### src/rtl/cpu_types_pkg.sv
// rtl/cpu_types_pkg.sv - shared word type, address alignment and memory-stage FSM state
package cpu_types_pkg;
  localparam int WORD_W    = 32;
  localparam int ALIGN_LSB = 2;

  typedef logic [WORD_W-1:0] word_t;

  typedef enum logic {IDLE, DONE} mem_state_t;
endpackage

### src/rtl/mem_access_ctrl_if.sv
// rtl/mem_access_ctrl_if.sv - dcache request/response and coherence snoop bundle
interface mem_access_ctrl_if;
  import cpu_types_pkg::*;

  logic  dmemREN;
  logic  dmemWEN;
  word_t dmemaddr;
  word_t dmemstore;
  logic  dhit;
  word_t dmemload;
  logic  ccinv;
  word_t ccsnoopaddr;

  modport master (
    output dmemREN, dmemWEN, dmemaddr, dmemstore,
    input  dhit, dmemload, ccinv, ccsnoopaddr
  );

  modport slave (
    input  dmemREN, dmemWEN, dmemaddr, dmemstore,
    output dhit, dmemload, ccinv, ccsnoopaddr
  );
endinterface

### src/rtl/mem_access_ctrl_ll_sc_link.sv
// rtl/mem_access_ctrl_ll_sc_link.sv - LL/SC link register, cleared by snoop invalidates and local stores
module ll_sc_link
  import cpu_types_pkg::*;
#(
  parameter int ALIGN_LSB = cpu_types_pkg::ALIGN_LSB
) (
  input  logic  CLK,
  input  logic  nRST,
  input  logic  set,
  input  logic  st_clr,
  input  word_t addr,
  input  logic  ccinv,
  input  word_t ccsnoopaddr,
  output logic  sc_ok
);

  word_t link_addr;
  logic  link_valid;

  function automatic logic same_word(input word_t a, input word_t b);
    return ((a ^ b) >> ALIGN_LSB) == '0;
  endfunction

  // A snoop hitting the word being linked in the same cycle leaves the link invalid.
  always_ff @(posedge CLK or negedge nRST) begin
    if (!nRST) begin
      link_addr  <= '0;
      link_valid <= 1'b0;
    end else if (set) begin
      link_addr  <= addr;
      link_valid <= !(ccinv && same_word(ccsnoopaddr, addr));
    end else if ((ccinv && same_word(ccsnoopaddr, link_addr)) ||
                 (st_clr && same_word(addr, link_addr))) begin
      link_valid <= 1'b0;
    end
  end

  assign sc_ok = link_valid && same_word(link_addr, addr);

endmodule

### src/rtl/mem_access_ctrl.sv
// rtl/mem_access_ctrl.sv - memory-stage controller: dcache request, pipeline stall, load data and LL/SC
module mem_access_ctrl
  import cpu_types_pkg::*;
#(
  parameter int ALIGN_LSB = cpu_types_pkg::ALIGN_LSB
) (
  input  logic                      CLK,
  input  logic                      nRST,
  input  logic                      dREN_i,
  input  logic                      dWEN_i,
  input  logic                      datomic_i,
  input  word_t                     addr_i,
  input  word_t                     store_dat_i,
  mem_access_ctrl_if.master         dc,
  output logic                      mem_stall,
  output word_t                     load_dat_o,
  output logic                      mem_done_o
);

  mem_state_t state;
  logic ren, wen, issue, is_ll, is_sc, sc_ok, sc_fail, hit;

  // A store request overrides a simultaneous load request.
  assign wen     = dWEN_i;
  assign ren     = dREN_i & ~dWEN_i;
  assign issue   = nRST && (state == IDLE) && (ren || wen);
  assign is_ll   = ren & datomic_i;
  assign is_sc   = wen & datomic_i;
  assign sc_fail = issue & is_sc & ~sc_ok;
  assign hit     = issue & dc.dhit & ~sc_fail;

  assign dc.dmemREN   = issue & ren;
  assign dc.dmemWEN   = issue & wen & (~datomic_i | sc_ok);
  assign dc.dmemaddr  = issue ? addr_i : '0;
  assign dc.dmemstore = issue ? store_dat_i : '0;
  assign mem_stall    = issue;
  assign mem_done_o   = (state == DONE);

  ll_sc_link #(.ALIGN_LSB(ALIGN_LSB)) u_link (
    .CLK         (CLK),
    .nRST        (nRST),
    .set         (hit & is_ll),
    .st_clr      (hit & wen),
    .addr        (addr_i),
    .ccinv       (dc.ccinv),
    .ccsnoopaddr (dc.ccsnoopaddr),
    .sc_ok       (sc_ok)
  );

  // A failed SC completes without touching the cache and reports 0.
  always_ff @(posedge CLK or negedge nRST) begin
    if (!nRST) begin
      state      <= IDLE;
      load_dat_o <= '0;
    end else begin
      if (sc_fail) begin
        state      <= DONE;
        load_dat_o <= '0;
      end else if (hit) begin
        state <= DONE;
        if (ren)
          load_dat_o <= dc.dmemload;
        else if (is_sc)
          load_dat_o <= word_t'(1);
      end else if (state == DONE) begin
        state <= IDLE;
      end
    end
  end

endmodule
### src/flat_wrapper.sv
// flat-port wrapper written by rule: the top's interface ports become plain ports
module mem_access_ctrl_flat import cpu_types_pkg::*;
#(
  parameter int ALIGN_LSB = cpu_types_pkg::ALIGN_LSB
)
  (CLK, nRST, dREN_i, dWEN_i, datomic_i, addr_i, store_dat_i, mem_stall, load_dat_o, mem_done_o, dc_dmemREN, dc_dmemWEN, dc_dmemaddr, dc_dmemstore, dc_dhit, dc_dmemload, dc_ccinv, dc_ccsnoopaddr);
  mem_access_ctrl_if dc_i ();
  input  logic CLK;
  input  logic nRST;
  input  logic dREN_i;
  input  logic dWEN_i;
  input  logic datomic_i;
  input  word_t addr_i;
  input  word_t store_dat_i;
  output logic mem_stall;
  output word_t load_dat_o;
  output logic mem_done_o;
  output wire logic [$bits(dc_i.dmemREN)-1:0] dc_dmemREN;
  output wire logic [$bits(dc_i.dmemWEN)-1:0] dc_dmemWEN;
  output wire logic [$bits(dc_i.dmemaddr)-1:0] dc_dmemaddr;
  output wire logic [$bits(dc_i.dmemstore)-1:0] dc_dmemstore;
  input wire logic [$bits(dc_i.dhit)-1:0] dc_dhit;
  input wire logic [$bits(dc_i.dmemload)-1:0] dc_dmemload;
  input wire logic [$bits(dc_i.ccinv)-1:0] dc_ccinv;
  input wire logic [$bits(dc_i.ccsnoopaddr)-1:0] dc_ccsnoopaddr;
  assign dc_dmemREN = dc_i.dmemREN;
  assign dc_dmemWEN = dc_i.dmemWEN;
  assign dc_dmemaddr = dc_i.dmemaddr;
  assign dc_dmemstore = dc_i.dmemstore;
  assign dc_i.dhit = dc_dhit;
  assign dc_i.dmemload = dc_dmemload;
  assign dc_i.ccinv = dc_ccinv;
  assign dc_i.ccsnoopaddr = dc_ccsnoopaddr;
  mem_access_ctrl #(.ALIGN_LSB(ALIGN_LSB)) u_core (.CLK(CLK), .nRST(nRST), .dREN_i(dREN_i), .dWEN_i(dWEN_i), .datomic_i(datomic_i), .addr_i(addr_i), .store_dat_i(store_dat_i), .dc(dc_i), .mem_stall(mem_stall), .load_dat_o(load_dat_o), .mem_done_o(mem_done_o));
endmodule
### config.mk
export PLATFORM = sky130hd
export DESIGN_NAME = mem_access_ctrl_flat
export DESIGN_NICKNAME = d
export VERILOG_FILES = /design/src/rtl/cpu_types_pkg.sv /design/src/rtl/mem_access_ctrl_if.sv /design/src/rtl/mem_access_ctrl_ll_sc_link.sv /design/src/rtl/mem_access_ctrl.sv /design/src/flat_wrapper.sv
export SDC_FILE = /design/constraint.sdc
export NUM_CORES = 1
export LEC_CHECK = 0
export BUFFER_PORTS_ARGS = -buffer_cell sky130_fd_sc_hd__buf_4
export CAP_MARGIN = 25
export CORE_UTILIZATION = 49
export CTS_BUF_LIST = sky130_fd_sc_hd__clkbuf_4
export CTS_CLUSTER_DIAMETER = 120
export DETAILED_ROUTE_END_ITERATION = 8
export PLACE_DENSITY = 0.95
export SETUP_SLACK_MARGIN = 0.2
export SYNTH_ARGS = -nofsm -noshare
export SYNTH_HDL_FRONTEND = slang
export SYNTH_HIERARCHICAL = 1
export SYNTH_SLANG_ARGS = --single-unit
### constraint.sdc
create_clock -name CLK -period 3.7 [get_ports CLK]
set_clock_uncertainty 0.1 [all_clocks]
set_input_delay 0.74 -clock CLK [delete_from_list [all_inputs] [get_ports CLK]]
set_output_delay 0.74 -clock CLK [all_outputs]
set_load 0.01 [all_outputs]
==> flow_summary_export.csv, run 1 <==
group,metric,value,unit
synthesis,synth-warning-count,6,
floorplanning,initial_core_util,50.41,%
power_and_ir_drop,p_int,1.646,mW
cts,clk_pin_slew,120,ps
timing,worstMarginPinSlew,984.3,ps
finish,final_cell_mix,"buf_4, xnor2_1, and2_1, dfrtp_1, inv_1",
timing,setup_violations,0,
floorplanning,core_area,8175,µm²
synthesis,synth.area.top_cells,"dfrtp_1, xnor2_1, and2_1, mux2_2, a32oi_1",
global_route,grt_pass1_vias,3988,
cts,cts_setup_buffers,0,
finish,nets,776,
setup_path,criticalPathCategory,"reg -> out",
synthesis,synth_seq_cells,64,
cts,htree_num_levels,3,
cts,cts_hold_buf,0,
detailed_routing,viasPerCell,5.429,
floorplanning,dieWidth,93.71,µm
global_route,grt_pass1_wl,19030,µm
setup_path,required,2860,ps
finish,antenna_cells,0,
timing,maxSlewHeadroom,34.22,%
flow_run,drv_cap,0,
timing,rsz0062_at_grt,"false",
worst_hold_path,min_path_type,"in -> async",
synthesis,synth_top_cell_area_share,38.86,%
power_and_ir_drop,clockPowerShare,21.3,%
power_and_ir_drop,p_seq_share,41.2,%
power_and_ir_drop,power.share.combinational,37.5,%
floorplanning,dieArea,8782,µm²
global_route,grtUsageTotal,28.53,%
timing,final.setup.tns,0,ps
synthesis,synthFlopType,"dfrtp_1",
cts,post_cts_resized,0,
power_and_ir_drop,power_density,404.4,nW/µm²
cts,clock_latency,410,ps
detailed_routing,detail-route-antenna-nets,0,
detailed_routing,drc,0,
synthesis,synth_area,4121,µm²
setup_path,cp_max_fo,3,
synthesis,seq_area_frac_synth,38.86,%
setup_path,reg2reg_depth,9,
finish,layout_commonest_cell,"buf_4",
synthesis,syn_nets,552,
synthesis,synth.avg_cell_area,9.884,µm²
detailed_routing,firstDrtPassIters,4,
finish,syn_to_final_growth,48.42,%
timing,worst_slack,418.2,ps
power_and_ir_drop,ir_drop,0.0002637,V
finish,nFillCells,516,
power_and_ir_drop,swShare,33.47,%
synthesis,synth_cells,417,
synthesis,async_flop_share,100.0,%
synthesis,synth_edf_count,0,
cts,cts.sinks,64,
global_route,grt.overflow.total,0,
placed_design,pre_cts_ws,457.8,ps
cts,cts_max_path_buffers,2,
cts,cts_tree,"done",
finish,regArea,1602,µm²
setup_path,startpoint,"u_core/u_link/link_addr[3]$_DFFE_PN0P_",
finish,multiInputGateArea,2308,µm²
timing,fin_crit_sh,88.70,%
detailed_routing,wl,12770,µm
setup_path,arrival,2440,ps
outcome,outcome,"finished clean",
setup_path,r2r_start,"u_core/u_link/link_addr[3]$_DFFE_PN0P_",
setup_path,reg2reg_to,"u_core/u_link/link_valid$_DFFE_PN0P_",
power_and_ir_drop,power.switching,0.8281,mW
setup_path,start_kind,"flop",
cts,cts_made_buffers,9,
setup_path,endpoint_kind,"output port",
detailed_routing,wl_per_cell,17.03,µm
cts,cts_root_buf,"clkbuf_4",
floorplanning,placementRows,33,
power_and_ir_drop,p_leak,2.908,nW
floorplanning,io_pins,235,
detailed_routing,drtIter0Drc,165,
setup_path,ff2ff_setup_slack,1080,ps
setup_path,endpoint,"dc_dmemWEN",
global_route,antenna_found_initial,0,
global_route,grt_max_degree,66,
placed_design,hpwl,9775,µm
finish,drive_above_1_share,44.34,%
timing,finalCriticalPeriod,3282,ps
floorplanning,die_h,93.71,µm
detailed_routing,dr_total_vias,4072,
timing,max_freq,0.3047,GHz
timing,slew_violations,0,
synthesis,yosys.area.top_type,"dfrtp_1",
placed_design,place.gp.congestion,0.8662,
synthesis,ys_types,29,
timing,hold_viol_final,0,
placed_design,port-buffer-count,232,
-- state kept, by name (all words and copies together), names as in the netlist --
register and flops:
u_core/load_dat_o 32, u_core/u_link/link_addr 30, u_core/u_link/link_valid 1, u_core/mem_done_o 1
-- metal layers --
layer  wire length [µm]  global-route usage, %  share of wire, %  vias up
li1                   -                      -                 -     1886
met2               6516                  48.97                51      213
met3               1100                  7.686               8.6       26
met4                328                  11.54               2.6        0
met1               4827                  33.68                38     1947
met5                  0                      0                 0        -
-- worst min-delay path by stage --
stage | from | endpoint | slack (ps) | cells past startpoint
floorplan | nRST | u_core/load_dat_o[0]$_DFFE_PN0P_ | 340 | 0
global placement | u_core/load_dat_o[31]$_DFFE_PN0P_ | u_core/load_dat_o[31]$_DFFE_PN0P_ | 410 | 2
detailed placement | u_core/load_dat_o[0]$_DFFE_PN0P_ | u_core/load_dat_o[0]$_DFFE_PN0P_ | 420 | 2
CTS | nRST | u_core/load_dat_o[26]$_DFFE_PN0P_ | 430 | 2
global route | dc_dmemload[20] | u_core/load_dat_o[20]$_DFFE_PN0P_ | 460 | 3
finish | nRST | u_core/load_dat_o[26]$_DFFE_PN0P_ | 430 | 2
-- power groups by stage --
stage	sequential (mW)	combinational, mW	clock [mW]
2_1_floorplan	1.03	0.458	0
3_3_place_gp	1.01	0.883	0
3_5_place_dp	1.03	0.924	0
4_1_cts	1.02	0.928	0.537
5_1_grt	1.04	0.997	0.569
6_report	1.02	0.929	0.526
-- through the flow --
| stage | util (%) | hold slack (ps) | area [µm²] | instances | power [mW] |
|---|---|---|---|---|---|
| finish | 74.82 | 431.6 | 6117 | 750 | 2.474 |
| floorplan | - | 344.4 | 4121 | 417 | 1.492 |
| global placement | 72.62 | 406.0 | 5937 | 734 | 1.894 |
| detailed placement | 72.96 | 422.2 | 5964 | 735 | 1.949 |
| CTS | 74.82 | 428.7 | 6117 | 750 | 2.480 |
| global route | 74.82 | 458.8 | 6117 | 750 | 2.606 |
-- layout make-up --
class / count / share of cell area, %
multi-input combinational: 296 / 37.74
inverter: 33 / 2.025
tap: 105 / 2.148
clock inverter: 6 / 1.391
clock buffer: 9 / 1.105
sequential: 64 / 26.18
timing repair buffer: 237 / 29.41
-- kinds of logic after synthesis --
kind of cell	share of synthesized area (%)
AO/OA/AOI/OAI	11.17
XOR/XNOR	19.13
buffers and inverters	5.677
flip-flops	38.86
multiplexers	8.439
AND/OR/NAND/NOR	16.73
-- synth_stat cells, types with 2 or more instances --
cell      count
dfrtp_1      64
nand2b_1      2
nor2_1        3
xnor2_1      68
nor4_1       11
xor2_1       22
a32oi_1      31
o21ai_1      31
clkbuf_1      7
buf_2        16
inv_1        32
mux2_2       30
and2_1       65
nand4_1      19
nor2b_1       2
-- worst max-delay path, stage by stage (launching register included) --
cell	delay, ps
dfrtp_1	430
xnor2_1	220
nand4_1	120
nor4_1	460
and3_2	260
nand2b_1	190
nor2b_1	190
buf_4	150
No activity file was read; power rests on OpenSTA's default activity.
==> run 2: changes to the inputs <==
--- a/config.mk
+++ b/config.mk
@@ -7,7 +7,7 @@
 export LEC_CHECK = 0
 export BUFFER_PORTS_ARGS = -buffer_cell sky130_fd_sc_hd__buf_4
 export CAP_MARGIN = 25
-export CORE_UTILIZATION = 49
+export CORE_UTILIZATION = 50
 export CTS_BUF_LIST = sky130_fd_sc_hd__clkbuf_4
 export CTS_CLUSTER_DIAMETER = 120
 export DETAILED_ROUTE_END_ITERATION = 8
@@ -15,5 +15,4 @@
 export SETUP_SLACK_MARGIN = 0.2
 export SYNTH_ARGS = -nofsm -noshare
 export SYNTH_HDL_FRONTEND = slang
-export SYNTH_HIERARCHICAL = 1
 export SYNTH_SLANG_ARGS = --single-unit
==> flow_summary_export.csv, run 2 <==
group,metric,value,unit
finish,syn_to_final_growth,47.20,%
setup_path,arrival,2340,ps
timing,max_freq,0.3143,GHz
setup_path,max_stage_delay,470,ps
setup_path,path_cells,"buf_4, xor2_1, nor4_1, and4_4, nand2_1, a211oi_1, buf_4",
power_and_ir_drop,power.share.combinational,38.2,%
timing,rsz0062_at_grt,"false",
finish,final_cell_mix,"buf_4, xnor2_1, and2_1, dfrtp_1, nand2_1",
power_and_ir_drop,p_total,2.527,mW
outcome,outcome,"finished clean",
power_and_ir_drop,p_leak,2.987,nW
power_and_ir_drop,clockPowerShare,21.0,%
power_and_ir_drop,p_int,1.659,mW
cts,htree_num_levels,3,
timing,slew_violations,0,
detailed_routing,drtIter0Drc,132,
synthesis,seq_area_frac_synth,37.69,%
cts,cts_setup_buffers,0,
synthesis,synth.area.top_cells,"dfrtp_1, xnor2_1, and2_1, mux2_1, a22oi_1",
floorplanning,dieWidth,94.19,µm
synthesis,syn_nets,555,
power_and_ir_drop,p_seq_share,40.8,%
setup_path,cp_num_buf_inv,2,
finish,layout_commonest_cell,"buf_4",
setup_path,required,2860,ps
floorplanning,placementRows,33,
cts,cts_max_path_buffers,2,
setup_path,critical_path.top_delay_family,"simple AND/OR/NAND/NOR gates",
timing,final.setup.tns,0,ps
timing,worstMarginPinSlew,834.1,ps
synthesis,synth-warning-count,0,
detailed_routing,dr_total_vias,4092,
synthesis,synth_area,4249,µm²
placed_design,place.gp.congestion,0.8751,
power_and_ir_drop,ir_drop,0.0003002,V
finish,drive_above_1_share,44.63,%
synthesis,synthFlopType,"dfrtp_1",
timing,maxSlewHeadroom,44.39,%
finish,finalInstanceArea,6255,µm²
power_and_ir_drop,swShare,34.34,%
finish,utilization,76.12,%
floorplanning,initial_core_util,51.71,%
timing,hold_viol_final,0,
worst_hold_path,min_path_type,"in -> async",
finish,largest_reg_flops,32,
cts,cts_made_buffers,9,
cts,cts_tree,"done",
synthesis,synth_top_cell_area_share,37.69,%
setup_path,criticalPathCategory,"in -> out",
finish,antenna_cells,0,
placed_design,hpwl,9959,µm
finish,regMostFlops,"u_core.load_dat_o",
cts,post_cts_resized,0,
setup_path,endpoint_kind,"output port",
finish,nFillCells,553,
finish,top_regs,"u_core.load_dat_o (32), u_core.u_link.link_addr (30)",
detailed_routing,wl_per_cell,16.73,µm
detailed_routing,viasPerCell,5.406,
detailed_routing,detail-route-antenna-nets,0,
timing,hold_slack,428.3,ps
synthesis,synth.avg_cell_area,10.12,µm²
power_and_ir_drop,power_density,404.0,nW/µm²
setup_path,cp_max_fo,4,
detailed_routing,drc,0,
synthesis,yosys.area.top_type,"dfrtp_1",
global_route,antenna_found_initial,0,
timing,fin_crit_sh,85.98,%
power_and_ir_drop,power.switching,0.8677,mW
detailed_routing,wl,12670,µm
global_route,grt_max_degree,66,
synthesis,synth_cells,420,
floorplanning,die_h,94.19,µm
setup_path,cpMostUsedCell,"buf_4",
cts,clk_pin_slew,110,ps
timing,setup_violations,0,
placed_design,place_area,6073,µm²
synthesis,synth_edf_count,0,
floorplanning,io_pins,235,
synthesis,synth_common_cells,"xnor2_1, and2_1, dfrtp_1",
synthesis,yosysMostFrequentCell,"xnor2_1",
global_route,grtUsageTotal,28.51,%
floorplanning,core_area,8217,µm²
cts,cts_hold_buf,0,
global_route,grt.overflow.total,0,
cts,cts.sinks,64,
flow_run,drv_cap,0,
global_route,grt_pass1_wl,19560,µm
cts,clock_latency,400,ps
setup_path,start_kind,"input port",
cts,cts_root_buf,"clkbuf_4",
detailed_routing,firstDrtPassIters,4,
placed_design,port-buffer-count,232,
timing,finalCriticalPeriod,3181,ps
floorplanning,dieArea,8871,µm²
global_route,grt_pass1_vias,4078,
setup_path,slowest_stage,"nor4_1",
finish,nets,782,
synthesis,ys_types,37,
synthesis,async_flop_share,100.0,%
synthesis,synth_seq_cells,64,
## run 2: cell count changes after synthesis, moves of 7 or more
cell      previous run  this run
buf_2               16         4
clkbuf_1             7        14
o21ai_1             31         2
a32oi_1             31         0
a22oi_1              0        31
mux2_2              30         2
inv_1               32         3
o21ai_2              0        26
mux2_1               0        28
nand2_1              1        33
## run 2: logic make-up (layout without fill, tap and decap cells)
| family | Yosys count | count (layout) | share of synthesized area, % |
|---|---|---|---|
| compound gates | 71 | 71 | 13.22 |
| xor+xnor | 90 | 90 | 18.55 |
| buf+inv | 25 | 257 | 2.945 |
| flops | 64 | 64 | 37.69 |
| mux | 31 | 31 | 8.186 |
| simple gates | 139 | 139 | 19.41 |
## run 2: stage by stage
step	std cells	worst slack (ps)
4_1_cts	756	533.6
2_1_floorplan	420	968.5
3_5_place_dp	740	568.6
3_3_place_gp	740	557.7
5_1_grt	757	404.7
6_report	757	518.6
## run 2: power by group through the flow
stage	combinational [mW]	sequential (mW)	clock [mW]
floorplan	0.486	1.05	0
CTS	0.967	1.03	0.538
global placement	0.927	1.02	0
finish	0.965	1.03	0.532
detailed placement	0.966	1.04	0
global route	1.05	1.05	0.567
## run 2: area by class of cell
class	instances	area (µm²)	area share (%)
Sequential cell	64	1602	25.61
Clock inverter	7	86.33	1.380
Inverter	3	11.26	0.1800
Clock buffer	9	67.56	1.080
Multi-Input combinational cell	331	2537	40.57
Timing Repair Buffer	238	1819	29.09
Tap cell	105	131.4	2.100
## run 2: worst paths after layout
kind                                                    startpoint  cells past startpoint  slack [ps]                                       to
setup reg to reg           u_core.u_link.link_addr[15]$_DFFE_PN0P_                      6        1500              u_core.mem_done_o$_DFF_PN0_
hold reg to reg               u_core.u_link.link_valid$_DFFE_PN0P_                      1         430     u_core.u_link.link_valid$_DFFE_PN0P_
hold / removal                                                nRST                      2         430  u_core.u_link.link_addr[23]$_DFFE_PN0P_
max in group asynchronous                                     nRST                      2        2530        u_core.load_dat_o[22]$_DFFE_PN0P_
setup / recovery                                        addr_i[15]                      7         520                               dc_dmemWEN
min in group CLK              u_core.u_link.link_valid$_DFFE_PN0P_                      1         430     u_core.u_link.link_valid$_DFFE_PN0P_
## run 2: routing by layer
| metal | GRT usage [%] | routed length, µm |
|---|---|---|
| met5 | 0 | 0 |
| met4 | 10.77 | 241 |
| met3 | 5.097 | 894 |
| met2 | 50.72 | 6613 |
| met1 | 33.92 | 4915 |
